`src/rtl/transpose_pkg.sv`:
```
// Shared definitions for the transpose arbiter and the transpose unit it fronts.
package transpose_pkg;

  localparam int BLOCK_SIZE = 64;
  localparam int CNT_W      = 6;

  typedef logic [0:0] src_id_t;

  typedef enum logic [1:0] {IDLE, GRANT0, GRANT1} arb_state_t;

  // TDATA width: sample width rounded up to whole bytes.
  function automatic int axis_width(input int value_width);
    return 8 * ((value_width - 1) / 8 + 1);
  endfunction

endpackage

```
`src/rtl/transpose_arbiter_tag_fifo.sv`:
```
// Source-tag FIFO: one entry per block currently owned by the transpose unit.
module tag_fifo
  import transpose_pkg::*;
#(
  parameter int DEPTH = 4
) (
  input  logic    clk,
  input  logic    rst_n,
  input  logic    push,
  input  src_id_t din,
  input  logic    pop,
  output src_id_t head,
  output logic    full,
  output logic    empty
);

  localparam int AW = $clog2(DEPTH);

  src_id_t        mem [DEPTH];
  logic    [AW:0] wr_ptr, rd_ptr;
  logic           do_push, do_pop;

  assign do_push = push && !full;
  assign do_pop  = pop && !empty;

  // Extra MSB on the pointers tells full from empty.
  assign empty = (wr_ptr == rd_ptr);
  assign full  = (wr_ptr[AW] != rd_ptr[AW]) && (wr_ptr[AW-1:0] == rd_ptr[AW-1:0]);
  assign head  = mem[rd_ptr[AW-1:0]];

  always_ff @(posedge clk or negedge rst_n) begin
    if (!rst_n) begin
      wr_ptr <= '0;
      rd_ptr <= '0;
    end else begin
      if (do_push) wr_ptr <= wr_ptr + 1'b1;
      if (do_pop)  rd_ptr <= rd_ptr + 1'b1;
    end
  end

  always_ff @(posedge clk) begin
    if (do_push) mem[wr_ptr[AW-1:0]] <= din;
  end

endmodule

```
`src/rtl/transpose_arbiter.sv`:
```
// Round-robin sharing of one 8x8 transpose unit between two AXI-Stream producers,
// with tag-steered return of each transposed block to its own consumer.
module transpose_arbiter
  import transpose_pkg::*;
#(
  parameter int VALUE_WIDTH     = 17,
  parameter int AXIS_DATA_WIDTH = axis_width(VALUE_WIDTH),
  parameter int TAG_DEPTH       = 4
) (
  input  logic                       i_clk,
  input  logic                       i_aresetn,
  input  logic                       i_s0_axis_TVALID,
  output logic                       o_s0_axis_TREADY,
  input  logic [AXIS_DATA_WIDTH-1:0] i_s0_axis_TDATA,
  input  logic                       i_s0_axis_TLAST,
  input  logic                       i_s1_axis_TVALID,
  output logic                       o_s1_axis_TREADY,
  input  logic [AXIS_DATA_WIDTH-1:0] i_s1_axis_TDATA,
  input  logic                       i_s1_axis_TLAST,
  output logic                       o_t_axis_TVALID,
  input  logic                       i_t_axis_TREADY,
  output logic [AXIS_DATA_WIDTH-1:0] o_t_axis_TDATA,
  output logic                       o_t_axis_TLAST,
  input  logic                       i_r_axis_TVALID,
  output logic                       o_r_axis_TREADY,
  input  logic [AXIS_DATA_WIDTH-1:0] i_r_axis_TDATA,
  input  logic                       i_r_axis_TLAST,
  output logic                       o_m0_axis_TVALID,
  input  logic                       i_m0_axis_TREADY,
  output logic [AXIS_DATA_WIDTH-1:0] o_m0_axis_TDATA,
  output logic                       o_m0_axis_TLAST,
  output logic                       o_m1_axis_TVALID,
  input  logic                       i_m1_axis_TREADY,
  output logic [AXIS_DATA_WIDTH-1:0] o_m1_axis_TDATA,
  output logic                       o_m1_axis_TLAST,
  output logic [1:0]                 o_err,
  output logic                       o_busy
);

  localparam logic [CNT_W-1:0] CNT_LAST = CNT_W'(BLOCK_SIZE - 1);

  arb_state_t                            state, state_nxt;
  src_id_t                               last_grant, grant_id, push_id, head;
  logic [CNT_W-1:0]                      in_cnt, out_cnt;
  logic [1:0]                            s_valid, s_last, m_ready;
  logic [1:0][AXIS_DATA_WIDTH-1:0]       s_data;
  logic                                  granted, push, pop, full, empty;
  logic                                  t_hs, r_hs, in_end, out_end;

  assign s_valid  = {i_s1_axis_TVALID, i_s0_axis_TVALID};
  assign s_last   = {i_s1_axis_TLAST,  i_s0_axis_TLAST};
  assign s_data   = {i_s1_axis_TDATA,  i_s0_axis_TDATA};
  assign m_ready  = {i_m1_axis_TREADY, i_m0_axis_TREADY};

  assign granted  = (state != IDLE);
  assign grant_id = src_id_t'(state == GRANT1);
  assign in_end   = (in_cnt == CNT_LAST);
  assign out_end  = (out_cnt == CNT_LAST);
  assign o_busy   = granted || !empty;

  // Grant a whole block; when both wait, the source not granted last wins.
  always_comb begin
    state_nxt = state;
    push      = 1'b0;
    push_id   = '0;
    case (state)
      IDLE: begin
        if (!full && |s_valid) begin
          push      = 1'b1;
          push_id   = (s_valid == 2'b11) ? ~last_grant : src_id_t'(s_valid[1]);
          state_nxt = (push_id == 1'b1) ? GRANT1 : GRANT0;
        end
      end
      GRANT0, GRANT1: if (t_hs && in_end) state_nxt = IDLE;
      default: state_nxt = IDLE;
    endcase
  end

  always_comb begin
    o_t_axis_TVALID  = 1'b0;
    o_t_axis_TDATA   = '0;
    o_t_axis_TLAST   = 1'b0;
    o_s0_axis_TREADY = 1'b0;
    o_s1_axis_TREADY = 1'b0;
    if (granted) begin
      o_t_axis_TVALID = s_valid[grant_id];
      o_t_axis_TDATA  = s_data[grant_id];
      o_t_axis_TLAST  = in_end;
      if (grant_id == 1'b1) o_s1_axis_TREADY = i_t_axis_TREADY;
      else                  o_s0_axis_TREADY = i_t_axis_TREADY;
    end
  end

  assign t_hs = o_t_axis_TVALID && i_t_axis_TREADY;

  // Return steering; with no tag queued the return stream is stalled.
  always_comb begin
    o_r_axis_TREADY  = 1'b0;
    o_m0_axis_TVALID = 1'b0;
    o_m0_axis_TDATA  = '0;
    o_m0_axis_TLAST  = 1'b0;
    o_m1_axis_TVALID = 1'b0;
    o_m1_axis_TDATA  = '0;
    o_m1_axis_TLAST  = 1'b0;
    if (!empty) begin
      o_r_axis_TREADY = m_ready[head];
      if (head == 1'b1) begin
        o_m1_axis_TVALID = i_r_axis_TVALID;
        o_m1_axis_TDATA  = i_r_axis_TDATA;
        o_m1_axis_TLAST  = i_r_axis_TLAST;
      end else begin
        o_m0_axis_TVALID = i_r_axis_TVALID;
        o_m0_axis_TDATA  = i_r_axis_TDATA;
        o_m0_axis_TLAST  = i_r_axis_TLAST;
      end
    end
  end

  assign r_hs = i_r_axis_TVALID && o_r_axis_TREADY;
  assign pop  = r_hs && out_end;

  always_ff @(posedge i_clk or negedge i_aresetn) begin
    if (!i_aresetn) begin
      state      <= IDLE;
      last_grant <= 1'b1;
      in_cnt     <= '0;
      out_cnt    <= '0;
      o_err      <= '0;
    end else begin
      state <= state_nxt;
      if (push) last_grant <= push_id;
      // Counters wrap at the block size by their width.
      if (t_hs) in_cnt  <= in_cnt + 1'b1;
      if (r_hs) out_cnt <= out_cnt + 1'b1;
      if (t_hs && (s_last[grant_id] != in_end)) o_err[0] <= 1'b1;
      if ((r_hs && (i_r_axis_TLAST != out_end)) || (empty && i_r_axis_TVALID))
        o_err[1] <= 1'b1;
    end
  end

  tag_fifo #(.DEPTH(TAG_DEPTH)) u_tags (
    .clk   (i_clk),
    .rst_n (i_aresetn),
    .push  (push),
    .din   (push_id),
    .pop   (pop),
    .head  (head),
    .full  (full),
    .empty (empty)
  );

endmodule

```
`config.mk`:
```
export PLATFORM = sky130hd
export DESIGN_NAME = transpose_arbiter
export DESIGN_NICKNAME = d
export VERILOG_FILES = /design/src/rtl/transpose_pkg.sv /design/src/rtl/transpose_arbiter_tag_fifo.sv /design/src/rtl/transpose_arbiter.sv
export SDC_FILE = /design/constraint.sdc
export NUM_CORES = 1
export LEC_CHECK = 0
export BUFFER_PORTS_ARGS = -buffer_cell sky130_fd_sc_hd__buf_2
export CAP_MARGIN = 15
export CORE_ASPECT_RATIO = 1.1
export CORE_MARGIN = 1.5
export CORE_UTILIZATION = 40
export CTS_CLUSTER_SIZE = 30
export DETAILED_ROUTE_END_ITERATION = 6
export GPL_ROUTABILITY_DRIVEN = 0
export PLACE_DENSITY = 0.79
export SLEW_MARGIN = 20
export SYNTH_ARGS = -nofsm -noshare
export SYNTH_HDL_FRONTEND = slang
export SYNTH_SLANG_ARGS = --single-unit
```
`constraint.sdc`:
```
create_clock -name i_clk -period 2.7 [get_ports i_clk]
set_input_delay 0 -clock i_clk [delete_from_list [all_inputs] [get_ports i_clk]]
set_output_delay 0 -clock i_clk [all_outputs]
set_load 0.1 [all_outputs]
```
After elaboration in Yosys (flattened, before gate mapping)
Memories as Yosys holds them, arrays and structs flattened.
Index checks and enable logic that the tools add are counted.

word-level totals
  bits in read-only memories = 0
  memories = 1
  logic and storage cells = 87
  RAM bits = 4
  output and inout port bits = 84
  register bits after elaboration = 23
  latch bits = 0
  bits of input ports = 83

memory list
  name        depth  bits a word  read ports  clocked after memory_dff  write ports  line                              RTL
  u_tags.mem  4      1            1           0                         1            transpose_arbiter_tag_fifo.sv:19  src_id_t mem [DEPTH];

operators by class
  order comparisons = 2
  add/sub/neg operators = 4
  reductions and logical operators = 20
  $mul = 0
  bitwise logic cells = 1
  muxes and demuxes = 39
  eq/ne operators = 12
  shifts and indexed selects = 0
  div/mod/pow operators = 0

operators with widths
  operator                                                              number
  24-bit two-way mux                                                    7
  1-bit two-way mux                                                     28
  6-bit by 1-bit adder with 6-bit output, second input constant         2
  6-bit == test, second input constant                                  2
  1-bit logical AND                                                     11
  3-bit by 1-bit adder with 3-bit output, second input constant         2
  2-bit two-way mux                                                     3
  2-bit == test, second input constant                                  2
  1-bit by 2-bit < comparator with 1-bit output, second input constant  2
  2-bit != test, second input constant                                  2
  2-bit one-hot mux with 2 select lines                                 1
  2-bit OR reduction                                                    2
  3-bit == test                                                         1
  1-bit != test                                                         3
  2-bit by 1-bit == test with 1-bit output, second input constant       1
  2-bit == test                                                         1
  1-bit logical NOT                                                     2
  2-bit logical NOT                                                     1
  1-bit logical OR                                                      2
  2-bit AND reduction                                                   1
  2-bit nonzero test                                                    1
  1-bit inverter                                                        1

Depth between registers and ports, before layout
Gate-level depths: netlist of run 1.

  word-level depth = 9
  depth in mapped cells = 7
  mapped depth without buffers = 6

Cells and area by module
A second synthesis of run 1 with hierarchy kept.

unflattened totals
  cells, all modules = 249
  area, all modules = 2235.9 µm²

modules (own cells, without submodules)
  module             cells each  area an instance (µm²)  times used  seq. area each (µm²)
  transpose_arbiter  195         1614.0                  1           426.7
  tag_fifo           54          621.8                   1           270.3

Worst setup path before layout of run 1
OpenSTA, ideal clock, no wires.

  path type = flip-flop to output port
  start = register u_tags.wr_ptr[2]
  end = output o_m0_axis_TVALID
  cell stages (with the launch flop) = 5
  required time = 2.700 ns
  slack = -0.426 ns
  data arrival time = 3.126 ns
  path buffers = 1
  path through = dfrtp_1 > xor2_1 > and3b_1 > clkbuf_1 > nor3_1

on the way
  longest elaborated chain between the ends = 2

RTL lines
  item                    line                              RTL
  start, declared         transpose_arbiter_tag_fifo.sv:20  logic [AW:0] wr_ptr, rd_ptr;
  start signal, assigned  transpose_arbiter_tag_fifo.sv:36  if (do_push) wr_ptr <= wr_ptr + 1'b1;
  3-bit == test           transpose_arbiter_tag_fifo.sv:27  assign empty = (wr_ptr == rd_ptr);
  1-bit two-way mux       transpose_arbiter.sv:105          if (!empty) begin
  end, declared           transpose_arbiter.sv:28           output logic o_m0_axis_TVALID,

Every way passes these cells.

Worst setup path after layout of run 1
  start = register u_tags.rd_ptr[0]
  end = output o_m0_axis_TDATA[13]

on the way
  longest elaborated chain between the ends = 3
  elaborated cells between the ends (all ways) = 4
  classes of those cells = eq/ne: 1; mux: 2; memory: 1

RTL lines
  item                    line                              RTL
  start, declared         transpose_arbiter_tag_fifo.sv:20
  start signal, assigned  transpose_arbiter_tag_fifo.sv:37  if (do_pop) rd_ptr <= rd_ptr + 1'b1;
  memory 4 x 1 bit        n/a
  24-bit two-way mux      transpose_arbiter.sv:107          if (head == 1'b1) begin
  24-bit two-way mux *    transpose_arbiter.sv:105
  end, declared           transpose_arbiter.sv:30           output logic [AXIS_DATA_WIDTH-1:0] o_m0_axis_TDATA,

Mark *: on every way between the ends. The rest lies on a longest branch, timed or not.

==> results of run 1 <==
worst register-to-register path, cell delays in order (launching register included):
cell	delay [ns]
dfrtp_1	0.48
mux4_2	0.63
mux2i_4	0.28
nor4_4	0.33
mux2_4	0.33
worst paths after layout:
path	slack, ns	startpoint	cells after the start	endpoint
setup / recovery	0.19	u_tags.rd_ptr[0]	4	o_m0_axis_TDATA[13]
hold / removal	0.07	i_r_axis_TVALID	3	o_err[1]
setup reg to reg	0.55	u_tags.rd_ptr[0]	4	u_tags.rd_ptr[1]
hold reg to reg	0.46	o_err[0]	1	o_err[0]
max in group asynchronous	2.10	i_aresetn	2	last_grant
min in group asynchronous	0.23	i_aresetn	2	o_err[0]
layout make-up:
type	instances	area [um2]
fill	336	1220
tap	58	72.6
multi-input combinational	189	1370
timing repair buffer	171	1640
clock buffer	4	45.0
sequential	27	697
antenna	1	2.50
inverter	6	22.5
cells by family (layout without fill, tap and decap cells):
group	after synthesis	in the layout	synth area share (%)
adder cells (fa/ha/maj)	9	9	5.29
AND/OR/NAND/NOR	119	119	30.6
buffers and inverters	17	181	3.17
XOR/XNOR	19	19	7.82
multiplexers	31	31	16.3
AO/OA/AOI/OAI	11	11	4.06
other	0	1	0
flip-flops	27	27	32.7
registers in the layout, summed over array words and instances (netlist names):
name and count:
u_tags.mem 4, state 2, u_tags.rd_ptr 3, o_err 2
in_cnt 6, out_cnt 6, last_grant 1, u_tags.wr_ptr 3
metrics by stage:
step	area (um2)	worst slack [ns]	hold slack (ns)	utilization (%)	instances
after floorplan	2130	0.0908	-0.296	-	233
after global placement	3790	0.278	-0.00880	74.7	450
after detailed placement	3790	0.133	-0.00629	74.7	450
after CTS	3840	0.181	0.0615	75.9	455
after global routing	3840	0.0632	0.0896	75.9	455
final	3850	0.191	0.0662	75.9	456
placed cells by master, fill, tap and decap left out, types with 2 or more instances in the layout:
master,netlist,routed
nand3_1,3,3
buf_2,0,115
ha_1,9,9
edfxtp_1,4,4
buf_4,1,4
and2_1,55,55
nor3_2,1,2
o21ai_0,2,2
mux2_4,2,2
inv_1,6,6
dfrtp_1,22,22
a21o_1,2,2
nand4_1,3,3
nor2_1,32,31
nor3_1,4,3
clkbuf_8,0,3
and3_1,3,3
nor4_1,2,2
buf_12,0,51
nand2_1,10,10
mux2i_1,26,26
xor2_1,13,13
xnor2_1,6,6
routing by layer:
| layer | routed length, um | GRT usage (%) |
|---|---|---|
| met5 | 7 | 0 |
| met2 | 4040 | 46.4 |
| met4 | 223 | 10.4 |
| met3 | 641 | 4.67 |
| met1 | 2860 | 31.8 |
repair_timing:
action	in CTS	in global routing
gates resized for setup	1	0
endpoints found under the hold margin	22	0
setup endpoints to repair	25	0
hold buffers	1	0
setup buffers	0	0
==> flow_summary_export.csv, run 1 <==
group,metric,value,unit
floorplanning,start_util,42.0,%
drt,initialDrtViolationCount,95,
global_routing,grt-ovfl-total,0,
critical_path,cp.required,2.70,ns
run_status,status,"finished, final reports clean",
synth,synth_common_cells,"and2_1 (55), nor2_1 (32), mux2i_1 (26)",
synth,synthArstFlopShare,85.2,%
clock_network,cts_buffer_depth,2,
timing,slew_headroom,49.2,%
global_routing,antenna_found_initial,1,
timing,fin_skew,0.00515,ns
layout,areaGrowthSynthToFinish,80.8,%
synth,synth.most_common_cell,"and2_1",
synth,yosysTopAreaCellShare,25.9,%
clock_network,htree_levels,1,
timing,setup-tns-final,0,ns
synth,ys_seq_elements,27,
synth,synth_edf_count,4,
global_routing,grt_max_degree,28,
critical_path,arrival,2.51,ns
critical_path,critical_path.top_delay_family,"simple AND/OR/NAND/NOR gates",
floorplanning,std_cell_rows,27,
min_path,worstHoldPathType,"in2reg",
critical_path,crit_path_start_kind,"flop",
synth,synth_top_area_cell,"dfrtp_1",
synth,seq_area_frac_synth,32.7,%
timing,grt_setup_unrepaired,"false",
critical_path,cp_cell_sequence,"mux4_2 -> nor2_2 -> and2_1 -> buf_12",
floorplanning,num_io_pins,167,
synth,yosys_warnings,0,
clock_network,clockRootBuffer,"clkbuf_8",
timing,slew_violations,0,
timing,timing.final.crit_period,2.51,ns
clock_network,insertion_delay,0.27,ns
synth,synth_area_leaders,"dfrtp_1 (26%), and2_1 (16%), mux2i_1 (12%)",
floorplanning,coreArea,0.00507,mm2
floorplanning,dieWidth,72.6,um
placed_design,io_buffers,166,
critical_path,crit_type,"reg2out",
layout,finalNetCount,490,
synth,synth_nets,325,
synth,ys_types,39,
timing,final_hold_viol_count,0,
clock_network,clkTransAtPathRegs,0.09,ns
floorplanning,dieArea,0.00577,mm2
synth,syn_inst,233,
clock_network,cts_buffers,3,
timing,fin_crit_sh,92.9,%
critical_path,max_stage_delay,0.64,ns
global_routing,groute.usage.overall,26.5,%
placed_design,dp_hpwl,6.35,mm
drt,drtPass1Iterations,4,
drt,drc_errors,0,
drt,post_drt_wl_per_cell,17.0,um
critical_path,critPathSlowestCell,"nor2_2",
critical_path,worst-path-buf-inv,1,
floorplanning,dieHeight,79.5,um
global_routing,grt_pass1_wl,11.6,mm
drt,viasPerCell,5.13,
layout,drive_above_1_share,46.6,%
drt,wl,7.77,mm
synth,synth_area,0.00213,mm2
timing,finalSetupViolations,0,
global_routing,grt_pass1_vias,2243,
clock_network,cts_tree,"yes",
critical_path,critPathMaxFanout,25,
clock_network,clock-sinks,27,
drt,ant_nets,0,
job,cap_viol_max_count,0,
synth,synth_flop_cell,"dfrtp_1",
critical_path,end_kind,"output port",
drt,via_count,2340,
timing,max_freq,0.399,GHz
synth,synth_area_per_cell,9.13,um2
timing,tightest_slew,0.761,ns
Power of run 1 is left out: the tool's default activity adds up to more than one toggle a clock period on the data nets, which glitch-free logic cannot reach.
==> run 2, diff against run 1 <==
--- a/config.mk
+++ b/config.mk
@@ -5,15 +5,15 @@
 export SDC_FILE = /design/constraint.sdc
 export NUM_CORES = 1
 export LEC_CHECK = 0
-export BUFFER_PORTS_ARGS = -buffer_cell sky130_fd_sc_hd__buf_2
 export CAP_MARGIN = 15
 export CORE_ASPECT_RATIO = 1.1
 export CORE_MARGIN = 1.5
 export CORE_UTILIZATION = 40
 export CTS_CLUSTER_SIZE = 30
 export DETAILED_ROUTE_END_ITERATION = 6
+export DONT_BUFFER_PORTS = 1
 export GPL_ROUTABILITY_DRIVEN = 0
-export PLACE_DENSITY = 0.79
+export PLACE_DENSITY = 0.52
 export SLEW_MARGIN = 20
 export SYNTH_ARGS = -nofsm -noshare
 export SYNTH_HDL_FRONTEND = slang
==> constraint.sdc (replaced) <==
create_clock -name i_clk -period 2.9 [get_ports i_clk]
set_input_delay 0 -clock i_clk [delete_from_list [all_inputs] [get_ports i_clk]]
set_output_delay 0 -clock i_clk [all_outputs]
set_load 0.1 [all_outputs]
==> flow_summary_export.csv, run 2 (synthesis results as in run 1) <==
group,metric,value,unit
placed_design,dpl-instance-area,0.00289,mm2
critical_path,crit_path_start_kind,"flop",
drt,wl,6.21,mm
timing,fin_skew,0.00957,ns
critical_path,crit_type,"reg2out",
job,cap_viol_max_count,0,
placed_design,io_buffers,0,
layout,areaGrowthSynthToFinish,40.2,%
layout,drive_above_1_share,41.2,%
floorplanning,std_cell_rows,27,
drt,via_count,1913,
layout,finalNetCount,411,
layout,multiInputGateArea,0.00145,mm2
layout,final_common_cell,"buf_4",
drt,drtPass1Iterations,4,
drt,post_drt_wl_per_cell,16.5,um
timing,finalSetupViolations,0,
drt,drc_errors,0,
drt,initialDrtViolationCount,24,
layout,antenna_cells,0,
clock_network,cts_buffers,3,
clock_network,cts_tree,"yes",
critical_path,critPathMaxFanout,25,
drt,viasPerCell,5.09,
global_routing,grt_pass1_wl,8.94,mm
layout,final_core_util,58.9,%
global_routing,grt-ovfl-total,0,
clock_network,clkTransAtPathRegs,0.09,ns
timing,slew_violations,0,
timing,slew_headroom,39.0,%
clock_network,insertion_delay,0.28,ns
timing,timing.final.crit_period,2.57,ns
run_status,status,"finished, final reports clean",
floorplanning,dieWidth,72.6,um
floorplanning,coreArea,0.00507,mm2
timing,setup-tns-final,0,ns
critical_path,cp.required,2.90,ns
drt,ant_nets,0,
critical_path,arrival,2.57,ns
layout,final_cell_area,0.00298,mm2
min_path,worstHoldPathType,"in2reg",
layout,fill_cells,455,
timing,final_hold_viol_count,0,
placed_design,pre_cts_slack,0.364,ns
global_routing,grt_max_degree,28,
floorplanning,dieArea,0.00577,mm2
timing,tightest_slew,0.915,ns
clock_network,cts_buffer_depth,2,
floorplanning,start_util,42.0,%
layout,seqCellArea,697,um2
floorplanning,num_io_pins,167,
clock_network,clock-sinks,27,
global_routing,grt_pass1_vias,1736,
timing,max_freq,0.389,GHz
global_routing,antenna_found_initial,0,
floorplanning,dieHeight,79.5,um
clock_network,clockRootBuffer,"clkbuf_8",
timing,fin_crit_sh,88.6,%
global_routing,groute.usage.overall,19.8,%
layout,mostFrequentLayoutCells,"buf_4 (87), and2_1 (55), nor2_2 (29)",
critical_path,end_kind,"output port",
clock_network,post-cts-setup-buffer-count,0,
timing,grt_setup_unrepaired,"false",
timing,layout_setup_ws,0.330,ns
clock_network,htree_levels,1,
placed_design,dp_hpwl,5.13,mm
run 2: cell types whose count changed in the layout (fill, tap and decap cells not counted):
cell           previous run  this run
nor2_2                    1        29
diode_2                   1         0
buf_12                   51         0
nor2_1                   31         3
buf_2                   115         1
nor3_4                    0         1
buf_4                     4        87
nor3_2                    2         1
dlygate4sd3_1             1         4
run 2: final timing paths:
path,from,to,slack (ns),cells after the start
setup / recovery,u_tags.rd_ptr[0],o_m0_axis_TDATA[19],0.33,4
hold / removal,i_r_axis_TVALID,out_cnt[3],0.003,3
setup reg to reg,u_tags.rd_ptr[0],o_err[1],0.63,4
hold reg to reg,out_cnt[4],out_cnt[4],0.47,1
max in group asynchronous,i_aresetn,last_grant,2.29,2
min in group asynchronous,i_aresetn,u_tags.wr_ptr[1],0.24,2
run 2: final cells by class:
| class | instances | area share, % |
|---|---|---|
| multi-input combinational | 189 | 48.5 |
| tap | 58 | 2.43 |
| inverter | 6 | 0.755 |
| clock buffer | 4 | 1.51 |
| timing repair buffer | 92 | 23.4 |
| sequential | 27 | 23.4 |
run 2: timing repair:
item                      in CTS  in global routing
hold endpoints to repair      26                 22
resized for setup              0                  0
hold buffers                   4                  1
run 2: critical path, cell delays in order (launching register included):
cell and delay, ns:
dfrtp_1 0.45, mux4_2 0.63, nor2_2 0.63, and2_1 0.27, buf_4 0.31
run 2: routing by layer:
metal | up-vias | track usage [%] | wire length, um
li1 | 947 | - | -
met1 | 890 | 25.1 | 2480
met2 | 68 | 35.0 | 3260
met3 | 8 | 3.54 | 413
met4 | 0 | 3.58 | 63
met5 | - | 0 | 0
run 2: per-stage QoR:
stage / hold WS, ns / std cells
final: 0.00328 / 376
after global routing: 0.0181 / 376
after CTS: 0.00261 / 375
after detailed placement: -0.295 / 367
after floorplan: -0.296 / 233
after global placement: -0.295 / 367
Power of run 2 is left out for the same reason.
